===== src/rtl/carry_pipe_adder.sv =====
// Pipelined WIDTH-bit adder: one CW-bit chunk per stage with a registered carry between stages.
// A valid/ready handshake fronts the pipe; the whole pipe advances together whenever the output can move.
module carry_pipe_adder #(
   parameter int unsigned WIDTH  = 8,
   parameter int unsigned STAGES = 4
) (
   input  logic             clk,
   input  logic             rst,
   input  logic             in_valid,
   output logic             in_ready,
   input  logic [WIDTH-1:0] a,
   input  logic [WIDTH-1:0] b,
   input  logic             cin,
   output logic             out_valid,
   input  logic             out_ready,
   output logic [WIDTH-1:0] sum,
   output logic             cout
);

   localparam int unsigned CW = WIDTH / STAGES;
   localparam int unsigned SW = CW + 1;

   logic en;

   // The pipe moves only when the output register is empty or being drained.
   assign en       = !out_valid || out_ready;
   assign in_ready = en;

   for (genvar k = 0; k < STAGES; k++) begin : g_st
      // b keeps only its unconsumed chunks; a carries finished sum chunks in its low bits.
      localparam int unsigned RW = WIDTH - k * CW;

      logic             v_r;
      logic             c_r;
      logic [WIDTH-1:0] a_r;
      logic [RW-1:0]    b_r;
      logic [SW-1:0]    st;
      logic [WIDTH-1:0] a_nx;

      assign st = SW'(a_r[k*CW +: CW]) + SW'(b_r[CW-1:0]) + SW'(c_r);

      always_comb begin
         a_nx                = a_r;
         a_nx[k*CW +: CW]    = st[CW-1:0];
      end

      if (k == 0) begin : g_in
         always_ff @(posedge clk) begin
            if (rst) begin
               v_r <= 1'b0;
               c_r <= 1'b0;
               a_r <= '0;
               b_r <= '0;
            end else if (en) begin
               v_r <= in_valid;
               c_r <= cin;
               a_r <= a;
               b_r <= b;
            end
         end
      end else begin : g_mid
         always_ff @(posedge clk) begin
            if (rst) begin
               v_r <= 1'b0;
               c_r <= 1'b0;
               a_r <= '0;
               b_r <= '0;
            end else if (en) begin
               v_r <= g_st[k-1].v_r;
               c_r <= g_st[k-1].st[CW];
               a_r <= g_st[k-1].a_nx;
               b_r <= g_st[k-1].b_r[WIDTH-(k-1)*CW-1 : CW];
            end
         end
      end
   end

   // Output data loads only behind a valid result so bubbles never disturb sum/cout.
   always_ff @(posedge clk) begin
      if (rst) begin
         out_valid <= 1'b0;
         sum       <= '0;
         cout      <= 1'b0;
      end else if (en) begin
         out_valid <= g_st[STAGES-1].v_r;
         if (g_st[STAGES-1].v_r) begin
            sum  <= g_st[STAGES-1].a_nx;
            cout <= g_st[STAGES-1].st[CW];
         end
      end
   end

endmodule


===== config.mk =====
export PLATFORM = sky130hd
export DESIGN_NAME = carry_pipe_adder
export DESIGN_NICKNAME = d
export VERILOG_FILES = /design/src/rtl/carry_pipe_adder.sv
export SDC_FILE = /design/constraint.sdc
export NUM_CORES = 1
export LEC_CHECK = 0
export CAP_MARGIN = 20
export CORE_MARGIN = 1.5
export CORE_UTILIZATION = 45
export CTS_BUF_LIST = sky130_fd_sc_hd__clkbuf_2
export DETAILED_ROUTE_END_ITERATION = 12
export PLACE_DENSITY = 0.7
export SETUP_SLACK_MARGIN = 0.4
export SLEW_MARGIN = 10
export SYNTH_ARGS = -nofsm -noshare
export SYNTH_HDL_FRONTEND = slang
export SYNTH_SLANG_ARGS = --single-unit

===== constraint.sdc =====
create_clock -name clk -period 1.9 [get_ports clk]
set_clock_uncertainty 0.1 [all_clocks]
set_input_delay 0.19 -clock clk [delete_from_list [all_inputs] [get_ports clk]]
set_output_delay 0.19 -clock clk [all_outputs]
set_load 0.005 [all_outputs]

# Yosys cells after proc, flatten, opt, wreduce, memory -nomap -nowiden

Cells that the tools add are included.

$add $sub $neg: 8
Multiply operators: 0
Div/mod/pow operators: 0
Magnitude comparators: 0
Equality and inequality tests: 0
Shift operators: 0
Multiplexer cells: 0
Bitwise logic cells: 0
Reduce and logical (&&, ||, !) cells: 3

Operators with widths:

| kind                                   | count |
|---|---|
| 2-bit by 2-bit adder with 3-bit output | 4 |
| 3-bit by 1-bit adder with 3-bit output | 4 |
| 2-bit AND reduction                    | 1 |
| 1-bit logical NOT                      | 1 |
| 1-bit logical OR                       | 1 |

Bits in registers: 70
Bits in latches: 0
RAM bits: 0
Bits in read-only memories: 0
Input bits: 21
Output and inout port bits: 11
Logic and storage cells: 30
Memories kept: 0

# Logic depth before layout (Yosys ltp)

Word-level depth: 3
Gate-level depth with buffers: 6
Mapped depth without buffers: 4

# Worst setup path after synthesis

Ideal clock, no wire load.

Path type: reg2reg
Start point: register g_st[1].c_r
End point: register g_st[2].a_r[3]
Setup time: 0.086 ns
Data arrival time: 1.378 ns
Required time: 1.714 ns
Slack: 0.336 ns
Stages on the path, launching flop included: 5
Path buffers: 0
Clock period less this slack: 1.564 ns
Cell sequence: dfxtp_1 > inv_1 > fa_1 > fa_1 > a211oi_1

Longest elaborated chain between the ends: 1

RTL lines:

| item                                   | RTL line | source |
|---|---|---|
| start: declaration                     | 34       | `logic c_r;` |
| start signal: assignment               | 70       | `c_r <= g_st[k-1].st[CW];` |
| 3-bit by 1-bit adder with 3-bit output | 40       | `assign st = SW'(a_r[k*CW +: CW]) + SW'(b_r[CW-1:0]) + SW'(c_r);` |
| end signal: assignment                 | 71       | `a_r <= g_st[k-1].a_nx;` |
| end: declaration                       | 35       | `logic [WIDTH-1:0] a_r;` |

Every way passes these cells.
A chain may end at the register's enable or synchronous reset.

# Worst setup path in the final report

Start point: register g_st[3].c_r
End point: register sum[7]

Longest elaborated chain between the ends: 1

RTL lines:

| item                                   | RTL line | source |
|---|---|---|
| start: declaration                     | 34       |  |
| start signal: assignment               | 70       |  |
| 3-bit by 1-bit adder with 3-bit output | 40       |  |
| end signal: assignment                 | 87       | `sum <= g_st[STAGES-1].a_nx;` |
| end: declaration                       | 16       | `output logic [WIDTH-1:0] sum,` |

Every way passes these cells.

==> results.md <==
* Number of library cell types mapped by synthesis at 18
* Fill count at between 500 and 600
* Fin. Hold Viols at 0
* Ports at 32
* Port Buf Inserts at 31
* CTS tree: built
* Largest net degree at the start of global routing at 65
* Vias post-DR at ~2100
* First-pass GRT wire length at around 8000 um
* Worst R2R End: sum[7]$_SDFFE_PP0P_
* Die width at roughly 80 um
* Pleak at ~1.3 nW
* CP bufs+invs at 1
* Met2 wire len at around 2100 um
* Number of global-route vias before repair at between 1500 and 2000
* Slowest CP cell: fa_2
* Post-Syn Instances at 322
* Critical path's largest stage delay at between 500 and 600 ps
* Critical path class: reg -> reg
* Yosys warnings at 0
* Core footprint at 5890 um2
* Hold Crit Class: in -> reg
* Grt ovf at 0
* Most used cell, CP: fa_2
* CP startpoint kind: register
* Top cell type's share of synthesized area at between 50% and 60%
* Number of detailed-route iterations in the first pass at 4
* Tmin final at 1580 ps
* Crit share post-route at slightly above 80%
* Setup slack, reg-to-reg at ~320 ps
* Detailed Place HPWL at approximately 2800 um
* Via density at approximately 4.8
* Outcome: complete, no violations
* Slew Viols, Final at 0
* Crit path cell chain: inv_2 -> fa_2 -> fa_2 -> a211oi_2
* Yosys reg bits at 70
* Placed instance count at ~400
* Wl on met1 at approximately 2500 um
* Synth Net Count at 351
* H-Tree Depth at 3
* Number of CTS-inserted buffers at 9
* Multi-input logic area at roughly 1100 um2
* Synth area leader: dfxtp_1
* Max_cap viols at 0
* Clk buf depth at 2
* Crit path max-delay family: adder cells
* Worst Path Required at about 2200 ps
* VDD IR max at around 0.00048 V
* Fmax at between 600 and 700 MHz
* Fin cells at 434
* N_diodes at 0
* Nets at approximately 380
* Total power at 0.00253 W
* Post-route ant nets at 0
* RSZ-0062 raised after global routing: yes
* Worst r2r src: g_st[3].c_r$_SDFFE_PP0P_
* Number of DRC markers in iteration 0 at between 100 and 150
* Root Buffer: clkbuf_2
* Critical path depth in cells at 4
* Sequential cell area at 1430 um2
* CP endpoint: sum[7]$_SDFFE_PP0P_
* Die Y at ~80 um
* Power Density at 768 nW/um2
* Num rows at 28
* CTS clk-pin slew, worst paths at approximately 180 ps
* Crit Path Max Fanout at 2
* Final setup fails at 0
* Setup TNS Final at 0 ps
* Mapped Area at between 2000 and 3000 um2
* Routed WL at around 4900 um
* Slew margin rel. at between 70% and 80%
* Slew @ Worst Pin at between 300 and 400 ps
* Gr usage total at around 16%
* Sequential element share of the synthesized area at 51.5%
* Antenna violations before repair at 0
* DR top layer: met4
* Wire length per cell at about 11 um
* Latest clock arrival within the worst-skew pair at 490 ps
* TritonCTS Sinks at 70
* CP Capture Type: register
* RD Place Congestion at about 0.70
* Met3 wire len at about 150 um
* Worst EP arrival at roughly 1900 ps
* Setup crit start: g_st[3].c_r$_SDFFE_PP0P_
* Top cells by area, synth: dfxtp_1 51%, nand2_1 14%, a21oi_1 11%
* R2r worst-path depth at 4
* Share of layout cells above drive strength 1 at 22.0%
* DIE AREA at between 6000 and 7000 um2
* Initial cell density of the core at between 40% and 50%
* DRC Markers at 0
* Mean Syn Cell Area at 8.46 um2
* Area Growth Syn to Fin at 20.9%
-- kinds of logic (layout without fill, tap and decap cells) --
kind of cell | after synthesis | count (layout) | share of synthesized area [%]
compound gates | 79 | 79 | 16.2
fa+ha+maj | 8 | 8 | 5.88
simple gates | 119 | 119 | 17.0
flops | 70 | 70 | 51.5
buf+inv | 46 | 83 | 9.37
-- flip-flops by register name, indices dropped and copies added, names as in the netlist --
signal and flops:
cout 1, g_st.a_r 32, g_st.b_r 20, g_st.c_r 4, g_st.v_r 4, out_valid 1
sum 8
-- tightest hold or removal path, cell delays in order --
cell and delay [ps]:
clkdlybuf4s50_1 390, nand2_1 50, a21oi_1 50
-- cells in the final DEF (no fill, tap or decap), types with 2 or more instances in the layout --
cell             instances
a21oi_1                 58
buf_12                   2
nand3_1                  6
buf_2                    2
inv_2                    8
clkinv_2                 3
clkbuf_2                10
nand2_1                102
a211oi_1                 4
a21oi_2                  3
dfxtp_2                 22
buf_4                    9
dfxtp_1                 48
clkinv_1                 2
fa_2                     7
a211oi_2                 8
nor2_1                  10
clkdlybuf4s50_1         19
dlygate4sd2_1           10
o21ai_0                  6
inv_1                   13
-- worst min path at each step --
stage / from / to / slack, ps / cells after the start
after floorplan: b[0] / g_st[0].b_r[0]$_SDFFE_PP0P_ / 220 / 2
after global placement: g_st[1].a_r[5]$_SDFFE_PP0P_ / g_st[1].a_r[5]$_SDFFE_PP0P_ / 340 / 2
after detailed placement: g_st[2].b_r[2]$_SDFFE_PP0P_ / g_st[3].b_r[0]$_SDFFE_PP0P_ / 340 / 2
after CTS: rst / sum[1]$_SDFFE_PP0P_ / -50 / 2
after global routing: in_valid / g_st[0].v_r$_SDFFE_PP0P_ / 100 / 3
final: a[4] / g_st[0].a_r[4]$_SDFFE_PP0P_ / 120 / 3
-- power breakdown --
group	switching, W	leakage [nW]	internal (W)
logic	0.0000855	0.605	0.0000942
clock network	0.000495	0.0705	0.000295
registers	0.0000289	0.584	0.00153
-- area by class of cell --
| cell class | count | share of cell area (%) |
|---|---|---|
| well taps | 75 | 2.85 |
| clock buffers | 10 | 1.52 |
| inverters | 22 | 2.74 |
| multi-input cells | 206 | 34.0 |
| repair buffers | 45 | 13.9 |
| clock inverters | 6 | 1.60 |
| flip-flops and latches | 70 | 43.4 |
-- synthesized netlist by cell type --
cell      count
buf_4         3
a21oi_2       3
buf_2         6
o21ai_0       6
nand3_1       6
nor2_1       10
buf_6         6
buf_8         1
inv_8         1
inv_1        21
fa_1          8
a21oi_1      58
a211oi_2      1
clkbuf_1      8
dfxtp_1      70
nand2_1     102
nor2b_4       1
a211oi_1     11
-- stage by stage --
stage / setup WS [ps] / utilization [%] / hold WS (ps) / instance area, um2
floorplan: 373 / - / 223 / 2740
global placement: 207 / 51.8 / 339 / 3050
detailed placement: 188 / 51.8 / 342 / 3050
CTS: 292 / 54.4 / -48.1 / 3200
global route: 282 / 55.9 / 98.9 / 3290
finish: 319 / 55.9 / 119 / 3290
-- layer usage --
metal	GRT usage, %	vias up
met5	0	-
met4	9.31	0
met3	3.71	13
met2	26.8	31
met1	19.3	946
li1	-	1096
-- timing repair --
item | 4_1_cts | 5_1_grt
pin swaps | 8 | 4
gates cloned | 0 | 1
setup buffers | 3 | 4
resized for setup | 36 | 11
hold endpoints to repair | 18 | 8
setup endpoints to repair | 19 | 9
Note: power is estimated with default switching activity, not from simulation.
